[src/rtl/instruction_fetch.sv]
// Instruction fetch stage: PC, synchronous ROM request/capture, 2-entry
// instruction queue toward decode, and branch-redirect flush.
module instruction_fetch #(
  parameter int                    ADDR_WIDTH = 8,
  parameter logic [ADDR_WIDTH-1:0] RESET_PC   = '0
) (
  input  logic                  clock,
  input  logic                  reset_n,
  output logic [ADDR_WIDTH-1:0] rom_address,
  output logic [1:0]            rom_size,
  input  logic [63:0]           rom_data,
  input  logic                  branch_valid,
  input  logic [ADDR_WIDTH-1:0] branch_target,
  output logic                  instr_valid,
  input  logic                  instr_ready,
  output logic [31:0]           instr,
  output logic [ADDR_WIDTH-1:0] instr_pc
);

  typedef struct packed {
    logic [31:0]           instr;
    logic [ADDR_WIDTH-1:0] pc;
  } entry_t;

  localparam logic [ADDR_WIDTH-1:0] RESET_PC_AL = {RESET_PC[ADDR_WIDTH-1:2], 2'b00};

  logic [ADDR_WIDTH-1:0] pc_q, pc_d;
  logic                  inflight_q, inflight_d;
  logic [ADDR_WIDTH-1:0] inflight_pc_q, inflight_pc_d;
  entry_t                head_q, head_d, tail_q, tail_d;
  logic [1:0]            count_q, count_d;

  logic                  pop, push, issue;
  logic [2:0]            occ;
  entry_t                ret;

  // Only the low word of the ROM bus and the aligned target bits matter.
  logic unused_bits;
  assign unused_bits = ^{rom_data[63:32], branch_target[1:0]};

  assign pop   = (count_q != 2'd0) & instr_ready;
  assign push  = inflight_q & ~branch_valid;
  // Slots still committed after this cycle: queued + returning - leaving.
  assign occ   = {1'b0, count_q} + {2'b00, inflight_q} - {2'b00, pop};
  assign issue = ~branch_valid & (occ < 3'd2);
  assign ret   = '{instr: rom_data[31:0], pc: inflight_pc_q};

  always_comb begin
    pc_d          = pc_q;
    inflight_d    = 1'b0;
    inflight_pc_d = inflight_pc_q;
    head_d        = head_q;
    tail_d        = tail_q;
    count_d       = count_q;

    if (branch_valid) begin
      pc_d    = {branch_target[ADDR_WIDTH-1:2], 2'b00};
      count_d = 2'd0;
    end else begin
      if (issue) begin
        inflight_d    = 1'b1;
        inflight_pc_d = pc_q;
        pc_d          = pc_q + ADDR_WIDTH'(4);
      end
      // Head slot is the output register; it only changes when a new head exists.
      case ({push, pop})
        2'b11: begin
          if (count_q == 2'd2) begin
            head_d = tail_q;
            tail_d = ret;
          end else begin
            head_d = ret;
          end
        end
        2'b01: begin
          count_d = count_q - 2'd1;
          if (count_q == 2'd2) head_d = tail_q;
        end
        2'b10: begin
          count_d = count_q + 2'd1;
          if (count_q == 2'd0) head_d = ret;
          else                 tail_d = ret;
        end
        default: ;
      endcase
    end
  end

  always_ff @(posedge clock or negedge reset_n) begin
    if (!reset_n) begin
      pc_q          <= RESET_PC_AL;
      inflight_q    <= 1'b0;
      inflight_pc_q <= '0;
      head_q        <= '0;
      tail_q        <= '0;
      count_q       <= 2'd0;
    end else begin
      pc_q          <= pc_d;
      inflight_q    <= inflight_d;
      inflight_pc_q <= inflight_pc_d;
      head_q        <= head_d;
      tail_q        <= tail_d;
      count_q       <= count_d;
    end
  end

  assign rom_address = pc_q;
  assign rom_size    = 2'b10;
  assign instr_valid = (count_q != 2'd0);
  assign instr       = head_q.instr;
  assign instr_pc    = head_q.pc;

endmodule

[config.mk]
export PLATFORM = sky130hd
export DESIGN_NAME = instruction_fetch
export DESIGN_NICKNAME = d
export VERILOG_FILES = /design/src/rtl/instruction_fetch.sv
export SDC_FILE = /design/constraint.sdc
export NUM_CORES = 1
export LEC_CHECK = 0
export BUFFER_PORTS_ARGS = -buffer_cell sky130_fd_sc_hd__buf_4
export CELL_PAD_IN_SITES_DETAIL_PLACEMENT = 1
export CELL_PAD_IN_SITES_GLOBAL_PLACEMENT = 2
export CORE_MARGIN = 2
export CORE_UTILIZATION = 31
export CTS_CLUSTER_DIAMETER = 40
export DETAILED_ROUTE_END_ITERATION = 16
export PLACE_DENSITY_LB_ADDON = 0.1
export SLEW_MARGIN = 10
export SYNTH_ARGS = -nofsm -noshare
export SYNTH_HDL_FRONTEND = slang
export SYNTH_SLANG_ARGS = --single-unit
[constraint.sdc]
create_clock -name clock -period 2.7 [get_ports clock]
set_input_delay 0 -clock clock [delete_from_list [all_inputs] [get_ports clock]]
set_output_delay 0 -clock clock [all_outputs]
set_load 0.01 [all_outputs]
# == Word-level counts from Yosys, hierarchy flattened ==
# Index checks and enable logic that the tools add are counted.
# op_classes
addsub,5
magnitude_cmp,1
div,0
muxes,13
bitwise,4
mul,0
n_reduce_logical,9
shift,0
eq_ne,8
# ops
op,n
$mux 40,5
$pmux 40 s3,1
$pmux 40 s2,1
$mux 8,2
$add 8x3->8 const B,1
$ne 2x2->1 const B,4
$reduce_and 4->1,2
$eq 2x2->1 const B,3
$reduce_bool 2->1,3
$reduce_bool 3->1,2
$pmux 2 s2,1
$add 2x1->3,1
$and 1x1->1,3
$lt 3x2->1 const B,1
$sub 3x1->3,1
$add 2x1->2 const B,1
$eq 2x1->1 const B,1
$logic_not 2->1,1
$mux 1,2
$mux 2,1
$reduce_and 2->1,1
$sub 2x1->2 const B,1
$not 1->1,1
# word_totals
regBits,99
mem_count,0
mem_bits_rw,0
wordCells,48
latch_bits,0
inputBits,76
rom_bits,0

# == Longest topological paths before layout ==
# Gate-level depths: netlist of the first run.
# logic_depth
word_depth,7
ltp_mapped,11

# == Worst setup path after synthesis of the first run ==
# OpenSTA, ideal clock, no wires.
# synth_path
path_type,reg2reg
from,reg count_q[0]
to,reg inflight_pc_q[2]
t_arrival_ns,2.535
period_less_slack_ns,2.660
n_path_buf,0
setup_slack_ns,0.040
stages_incl_launch_ff,9
cell_sequence,dfrtp_1 > nor2_1 > inv_1 > and2_1 > ha_1 > nor2b_1 > fa_1 > nor3_2 > mux2_2
# synth_via
elab_chain_len,6
elab_cells_between_ends,7
# synth_rtl
element,line_no,source
"start, declared",31,"logic [1:0] count_q, count_d;"
"start signal, assigned",103,count_q <= count_d;
$reduce_bool 2->1,n/a,
named net instr_valid,14,"output logic instr_valid,"
$and 1x1->1,41,assign pop = (count_q != 2'd0) & instr_ready;
$sub 3x1->3,44,"assign occ = {1'b0, count_q} + {2'b00, inflight_q} - {2'b00, pop};"
$lt 3x2->1,45,assign issue = ~branch_valid & (occ < 3'd2);
$and 1x1->1,45,
$reduce_and 2->1 (no line),n/a,
"end signal, assigned",100,inflight_pc_q <= inflight_pc_d;
"end, declared",29,"logic [ADDR_WIDTH-1:0] inflight_pc_q, inflight_pc_d;"
# The timed path passes the listed nets, and every way through them passes these cells.
# A chain may end at the register's enable or synchronous reset.

# == Worst setup path after layout of the first run ==
# layout_path
from,reg count_q[1]
to,reg inflight_pc_q[4]
# layout_via
elab_chain_len,6
elab_cells_between_ends,7
# layout_rtl
element,line_no
branches (longest 2 deep; another with $add 2x1->3),n/a
$sub 3x1->3 *,44
$lt 3x2->1 *,45
$and 1x1->1 *,45
$reduce_and 2->1 (no line) *,n/a
# Mark *: on every way between the ends.

==> flow_summary.json, run 1 <==
{
  "synth-edff-count": 0,
  "finalWorstSetupSlack_ns": 0.174,
  "rows": 45,
  "wl_per_cell_um": 17.3,
  "fillers": 1607,
  "avgSynthCellArea_um2": 12.5,
  "antenna_found_initial": 0,
  "drv_cap": 0,
  "clock_path_buffers": 2,
  "io_pins": 127,
  "pre_cts_ws_ns": 0.0939,
  "synthSimpleGateAreaFrac_pct": 3.05,
  "core_mm2": 0.0153,
  "hpwl_mm": 7.88,
  "grt_pass1_wl_mm": 20.2,
  "synth_compound_area_share_pct": 11.9,
  "port_buffers": 88,
  "reg2reg_depth": 9,
  "status": "finished, final reports clean",
  "numCtsBuffers": 9,
  "multiInputGateArea_mm2": 0.00237,
  "cts_sinks": 92,
  "synthMuxAreaShare_pct": 28.9,
  "setup_viol": 0,
  "clk_pin_slew_ns": 0.07,
  "critPathArrivalTime_ns": 2.75,
  "route.detailed.drc": 0,
  "htreeDepth": 3,
  "netlist_instances": 387,
  "grt.overflow.total": 0,
  "synth_warnings": 0,
  "die_w_um": 129,
  "ys_ff_latch": 92,
  "rsz0062_at_grt": "no",
  "fin_crit_sh_pct": 93.6,
  "synth_xor_area_share_pct": 1.45,
  "async_flop_share_pct": 100,
  "power.density_mw_per_mm2": 1150,
  "grt_pass1_vias": 3823,
  "die_y_um": 129,
  "synth_top_family_by_area": "multiplexers",
  "ys_types": 30,
  "tightest_slew_ns": 0.749,
  "vdd_drop_max_uv": 518,
  "final_area_mm2": 0.00653,
  "die-area_mm2": 0.0166,
  "cts_tree": "yes",
  "drt_wl_total_mm": 12.6,
  "vias": 3647,
  "r2r-start": "count_q[1]$_DFFE_PN0P_",
  "worstSkewPairLatency_ns": 0.34,
  "slew_violations": 0,
  "dr.pass1.iters": 4,
  "post_dp_cell_area_mm2": 0.00579,
  "area_delta_synth_final_pct": 34.8,
  "skew_ns": 0.00637,
  "root_buffer": "clkbuf_16",
  "synthAdderAreaFrac_pct": 1.96,
  "finalHoldViolations": 0,
  "start_util_pct": 31.7,
  "final_antenna_net_count": 0,
  "ys_seq_area_share_pct": 47.6,
  "gp_congestion": 0.712,
  "hp-class": "input port to async pin",
  "fmax_mhz": 396,
  "drive_gt1_share_pct": 42.1,
  "synth_top_flop_cell": "dfrtp_1",
  "gr-usage-all-layers_pct": 15.7,
  "crit_start": "count_q[1]$_DFFE_PN0P_",
  "n_antenna_cell": 0,
  "layout_common_cells": "buf_4, dfrtp_1, mux2_2, a21oi_1, dlygate4sd3_1",
  "cp-start-kind": "flop",
  "final_common_cell": "buf_4",
  "finalSetupTns_ns": 0,
  "worstSetupPathType": "flop to flop",
  "critPathMaxFanout": 6,
  "drtIter0Drc": 163,
  "final-seq-area_mm2": 0.00230,
  "crit_path_end_kind": "flop",
  "avgViaCountPerCell": 5.02,
  "power.leakage_nw": 2.84,
  "grt_max_degree": 56,
  "min_period_ns": 2.53,
  "slew_headroom_pct": 50.1,
  "required_ns": 2.93,
  "mappedNetlistArea_mm2": 0.00484,
  "nets": 595
}
==> cell type report <==
class	instances	share of cell area, %
Clock inverter	1	0.460
Sequential cell	92	35.3
Multi-Input combinational cell	254	36.2
Tap cell	211	4.04
Clock buffer	14	4.20
Timing Repair Buffer	149	19.4
Inverter	6	0.345
==> cells by family after synthesis <==
kind of cell    Yosys count
mux                     122
flops                    92
compound gates           85
buf+inv                  43
simple gates             28
xor+xnor                  8
fa+ha+maj                 7
other cells               2
==> flip-flops by register name, summed over array words and instances (netlist names) <==
name	cells
count_q	2
inflight_pc_q	6
inflight_q	1
instr	32
instr_pc	7
rom_address	6
tail_q	38
==> power breakdown <==
group,switching [mW],internal [mW]
Clock,0.522,0.790
Combinational,1.65,2.00
Sequential,0.493,2.06
==> synth_stat cells (2+ instances only) <==
| cell type | instances | area share [%] |
|---|---|---|
| dfrtp_1 | 92 | 48 |
| mux2_2 | 63 | 15 |
| a21oi_1 | 40 | 4.1 |
| mux2i_1 | 39 | 8.1 |
| a221oi_1 | 38 | 6.9 |
| clkbuf_1 | 20 | 1.6 |
| mux2_4 | 20 | 6.2 |
| buf_4 | 11 | 1.7 |
| nor2_1 | 9 | 0.70 |
| xnor2_1 | 7 | 1.3 |
| ha_1 | 6 | 1.6 |
| inv_1 | 6 | 0.47 |
| nand2_1 | 6 | 0.47 |
| o21ai_0 | 5 | 0.52 |
| buf_2 | 4 | 0.41 |
| and2_1 | 2 | 0.26 |
| buf_12 | 2 | 0.83 |
| conb_1 | 2 | 0.16 |
| nand2b_1 | 2 | 0.26 |
| nor2b_1 | 2 | 0.26 |
| nor3b_1 | 2 | 0.31 |
==> what timing repair did <==
| item | 4_1_cts | 5_1_grt |
|---|---|---|
| endpoints found under the setup margin | 0 | 29 |
| endpoints found under the hold margin | 95 | 0 |
| gates resized for setup | 0 | 6 |
| hold buffers | 40 | 0 |
| buffers inserted | 0 | 1 |
==> per-stage QoR <==
step	hold WS, ns	cells	util, %	power, mW
2_1_floorplan	-0.296	389	-	4.82
3_3_place_gp	0.130	671	38.0	6.06
3_5_place_dp	0.124	671	38.0	6.19
4_1_cts	0.307	726	42.6	7.59
5_1_grt	0.345	727	42.8	8.13
6_report	0.256	727	42.8	7.52
==> path summary, 6_finish.rpt <==
kind / to / slack, ns
min in group clock: rom_address[6]$_DFFE_PN0P_ / 0.40
setup / recovery: inflight_pc_q[4]$_DFFE_PN0P_ / 0.17
max in group asynchronous: instr_pc[3]$_DFFE_PN0P_ / 1.73
hold / removal: tail_q[14]$_DFFE_PN0P_ / 0.26
setup reg to reg: inflight_pc_q[4]$_DFFE_PN0P_ / 0.17
hold reg to reg: instr[11]$_DFFE_PN0P_ / 0.51
==> critical path, stage by stage, from the launching register on <==
cell and delay, ns:
dfrtp_1 0.38, nor2_2 0.14, inv_1 0.07, and2_4 0.16
ha_1 0.27, nor2b_2 0.14, fa_2 0.51, nor3_2 0.22
buf_4 0.18, mux2_2 0.34
==> metal layers <==
layer	global-route usage [%]	wire length, um
met5	0	0
met4	6.39	210
met3	2.12	306
met2	26.0	6200
met1	21.0	5840
Note: power is estimated with default switching activity, not from simulation.
==> inputs of run 2 (changes only) <==
- CORE_UTILIZATION: 31 -> 37
- clock period: 2.7 -> 3.15 ns (I/O delays scaled with it)
==> flow_summary.json, run 2 (same netlist as run 1, synthesis figures left out) <==
{
  "cts_hold_buf": 40,
  "r2r-start": "count_q[1]$_DFFE_PN0P_",
  "io_pins": 127,
  "layout_common_cells": "buf_4, dfrtp_1, mux2_2, a21oi_1, dlygate4sd3_1",
  "power.density_mw_per_mm2": 1000,
  "rsz0062_at_grt": "no",
  "clock_path_buffers": 2,
  "gr-usage-all-layers_pct": 18.2,
  "finalHoldViolations": 0,
  "r2r_slack_ns": 0.27,
  "vdd_drop_max_uv": 386,
  "hpwl_mm": 7.66,
  "fin_crit_sh_pct": 91.3,
  "grt.overflow.total": 0,
  "die-area_mm2": 0.0140,
  "tightest_slew_ns": 0.648,
  "drive_gt1_share_pct": 40.8,
  "wl_per_cell_um": 17.7,
  "largest_reg_flops": 38,
  "status": "finished, final reports clean",
  "place_inst": 628,
  "core_mm2": 0.0127,
  "cts_resized": 0,
  "fmax_mhz": 348,
  "clk_pin_slew_ns": 0.07,
  "pre_cts_ws_ns": 0.268,
  "setup_viol": 0,
  "grt_pass1_wl_mm": 20.3,
  "hp-class": "input port to async pin",
  "utilization_pct": 50.5,
  "antenna_found_initial": 0,
  "final_common_cell": "buf_4",
  "nets": 590,
  "gp_congestion": 0.737,
  "n_antenna_cell": 0,
  "cp-start-kind": "flop",
  "numCtsBuffers": 9,
  "required_ns": 3.38,
  "dr.pass1.iters": 4,
  "holdWs_ns": 0.221,
  "grt_pass1_vias": 3789,
  "area_delta_synth_final_pct": 32.7,
  "vias": 3590,
  "drtIter0Drc": 139,
  "die_y_um": 118,
  "skew_ns": 0.00378,
  "grt_max_degree": 47,
  "cts_tree": "yes",
  "power.leakage_nw": 2.81,
  "slew_headroom_pct": 56.8,
  "avgViaCountPerCell": 5.25,
  "port_buffers": 88,
  "min_period_ns": 2.88,
  "start_util_pct": 38.1,
  "critPathArrivalTime_ns": 3.11,
  "critPathMaxFanout": 6,
  "cts_sinks": 92,
  "final_antenna_net_count": 0,
  "largest-register": "tail_q",
  "finalWorstSetupSlack_ns": 0.274,
  "fillers": 1357,
  "drv_cap": 0,
  "postCtsSetupBuffers": 0,
  "worstSetupPathType": "flop to flop",
  "htreeDepth": 3,
  "reg2reg_depth": 10,
  "rows": 41,
  "r2r-end": "rom_address[7]$_DFFE_PN0P_",
  "finalSetupTns_ns": 0,
  "crit_path_end_kind": "flop",
  "drt_wl_total_mm": 12.1,
  "root_buffer": "clkbuf_16",
  "layout.cells.non_filler": 684,
  "route.detailed.drc": 0,
  "slew_violations": 0,
  "die_w_um": 118,
  "worstSkewPairLatency_ns": 0.34
}
-- run 2: metrics by stage --
step | power [mW] | area, um^2
final | 6.44 | 6420
after global routing | 6.93 | 6420
after CTS | 6.54 | 6420
after detailed placement | 5.25 | 5690
after global placement | 5.12 | 5690
after floorplan | 4.13 | 4850
-- run 2: worst max-delay path, stage by stage (launching register included) --
cell,delay [ns]
dfrtp_1,0.44
nor2_1,0.24
inv_1,0.12
and2_1,0.22
ha_1,0.28
nor2b_1,0.05
fa_1,0.37
xnor2_1,0.47
nor4_1,0.13
xor2_1,0.17
mux2_2,0.27
-- run 2: final cells by class --
| class | count | area [um^2] | share of cell area [%] |
|---|---|---|---|
| Multi-Input combinational cell | 254 | 2340 | 36.5 |
| Sequential cell | 92 | 2300 | 35.8 |
| Timing Repair Buffer | 144 | 1210 | 18.8 |
| Clock buffer | 12 | 267 | 4.15 |
| Tap cell | 172 | 215 | 3.35 |
| Clock inverter | 4 | 70.1 | 1.09 |
| Inverter | 6 | 22.5 | 0.351 |
-- run 2: metal layers --
metal  part of all wire [%]  vias up  global-route usage (%)  wire [um]
met5                      0        -                       0          0
met4                    1.3        0                    5.80        162
met3                    3.0       12                    3.09        365
met2                     48       66                    29.4       5780
met1                     48     1845                    24.7       5770
li1                       -     1667                       -          -
-- run 2: power by group --
part	internal, mW	switching, mW
Combinational	1.65	1.39
Sequential	1.77	0.420
Clock	0.758	0.459
-- run 2: worst max-delay path by stage --
stage               slack, ns                      endpoint                   start
global route             0.06    rom_address[7]$_DFFE_PN0P_  count_q[1]$_DFFE_PN0P_
finish                   0.27    rom_address[7]$_DFFE_PN0P_  count_q[1]$_DFFE_PN0P_
global placement         0.31    rom_address[7]$_DFFE_PN0P_  count_q[1]$_DFFE_PN0P_
detailed placement       0.27    rom_address[7]$_DFFE_PN0P_  count_q[1]$_DFFE_PN0P_
floorplan                0.49  inflight_pc_q[2]$_DFFE_PN0P_  count_q[0]$_DFFE_PN0P_
CTS                      0.23    rom_address[7]$_DFFE_PN0P_  count_q[1]$_DFFE_PN0P_
==> inputs of run 3 (changes only) <==
- PLACE_DENSITY_LB_ADDON: 0.1 -> 0.3
==> flow_summary.json, run 3 (same netlist as run 1, synthesis figures left out) <==
{
  "status": "finished, final reports clean",
  "die-area_mm2": 0.0140,
  "slew_headroom_pct": 57.5,
  "gr-usage-all-layers_pct": 18.0,
  "start_util_pct": 38.1,
  "r2r-start": "count_q[1]$_DFFE_PN0P_",
  "grt_max_degree": 47,
  "reg2reg_depth": 8,
  "dr.pass1.iters": 4,
  "io_pins": 127,
  "drive_gt1_share_pct": 40.2,
  "crit_end": "inflight_pc_q[5]$_DFFE_PN0P_",
  "n_antenna_cell": 0,
  "setup_viol": 0,
  "fmax_mhz": 351,
  "route.detailed.drc": 0,
  "finalWorstSetupSlack_ns": 0.303,
  "power.leakage_nw": 2.77,
  "vdd_drop_max_uv": 430,
  "wl_per_cell_um": 17.7,
  "cts_sinks": 92,
  "fin_crit_sh_pct": 90.4,
  "finalHoldViolations": 0,
  "critPathMaxFanout": 7,
  "avgViaCountPerCell": 5.30,
  "cts_tree": "yes",
  "skew_ns": 0.00393,
  "worstSetupPathType": "flop to flop",
  "crit_path_end_kind": "flop",
  "vias": 3601,
  "nets": 586,
  "clock_path_buffers": 2,
  "clk_pin_slew_ns": 0.06,
  "gp_congestion": 0.715,
  "antenna_found_initial": 0,
  "cp-start-kind": "flop",
  "area_delta_synth_final_pct": 31.1,
  "postCtsSetupBuffers": 0,
  "min_period_ns": 2.85,
  "port_buffers": 88,
  "largest-register": "tail_q",
  "r2r_slack_ns": 0.30,
  "worstSkewPairLatency_ns": 0.35,
  "power.density_mw_per_mm2": 983,
  "power_mw": 6.24,
  "slowest_stage": "fa_1",
  "slew_violations": 0,
  "core_mm2": 0.0127,
  "final_common_cell": "buf_4",
  "pre_cts_ws_ns": 0.188,
  "layout_common_cells": "buf_4, dfrtp_1, mux2_2, a21oi_1, dlygate4sd3_1",
  "cp_slowest_stage_delay_ns": 0.55,
  "post_dp_cell_area_mm2": 0.00566,
  "crit_start": "count_q[1]$_DFFE_PN0P_",
  "drtIter0Drc": 150,
  "grt_pass1_vias": 3881,
  "hpwl_mm": 7.41,
  "required_ns": 3.38,
  "grt.overflow.total": 0,
  "die_y_um": 118,
  "grt_pass1_wl_mm": 20.2,
  "root_buffer": "clkbuf_16",
  "hp-class": "input port to async pin",
  "drt_wl_total_mm": 12.0,
  "tightest_slew_ns": 0.636,
  "htreeDepth": 3,
  "drv_cap": 0,
  "cp_cell_sequence": "nor2_1 -> inv_1 -> and2_1 -> ha_1 -> nor2b_1 -> fa_1 -> nor3_4 -> mux2_2",
  "final_area_mm2": 0.00635,
  "critPathArrivalTime_ns": 3.08,
  "largest_reg_flops": 38,
  "rsz0062_at_grt": "no",
  "die_w_um": 118,
  "numCtsBuffers": 9,
  "r2r-end": "inflight_pc_q[5]$_DFFE_PN0P_",
  "finalSetupTns_ns": 0,
  "final_antenna_net_count": 0,
  "holdWs_ns": 0.192,
  "rows": 41
}
## run 3: final cells by class
type / count / area [um^2]
Inverter: 6 / 22.5
Clock buffer: 13 / 260
Sequential cell: 92 / 2300
Timing Repair Buffer: 140 / 1180
Fill cell: 1391 / 6370
Tap cell: 172 / 215
Multi-Input combinational cell: 254 / 2360
Clock inverter: 2 / 10.0
## run 3: layer usage
metal  GRT usage (%)  vias to the layer above  wire length, um
met1            23.8                     1853             5440
met4            6.70                        0              212
met2            29.6                       70             5900
met3            3.09                       14              458
li1                -                     1664                -
met5               0                        -                0
## run 3: worst min-delay path by stage
stage	end	slack, ns	cells past startpoint
after floorplan	count_q[0]$_DFFE_PN0P_	-0.30	0
after global placement	tail_q[13]$_DFFE_PN0P_	0.02	1
after detailed placement	tail_q[13]$_DFFE_PN0P_	0.02	1
after global routing	tail_q[13]$_DFFE_PN0P_	0.24	2
after CTS	tail_q[13]$_DFFE_PN0P_	0.19	2
final	tail_q[13]$_DFFE_PN0P_	0.19	2
## run 3: repair_timing
item | 4_1_cts | 5_1_grt
gates resized for setup | 0 | 3
hold buffers | 40 | 0
setup endpoints to repair | 0 | 6
endpoints found under the hold margin | 78 | 0
## run 3: per-stage QoR
| stage | cells | util [%] |
|---|---|---|
| final | 679 | 49.9 |
| after global routing | 679 | 49.9 |
| after CTS | 679 | 49.7 |
| after detailed placement | 624 | 44.5 |
| after global placement | 624 | 44.5 |
| after floorplan | 389 | - |
## run 3: critical path, delay by kind of cell, from the launching register on
kind          cells  cell delay, ns
mux               1            0.38
flops             1            0.45
buf+inv           1            0.12
simple gates      4            0.96
fa+ha+maj         2            0.83
## run 3: where the power goes
| part | internal [mW] | switching (mW) |
|---|---|---|
| clock | 0.572 | 0.446 |
| combinational | 1.63 | 1.39 |
| sequential | 1.77 | 0.434 |
| total | 3.97 | 2.27 |
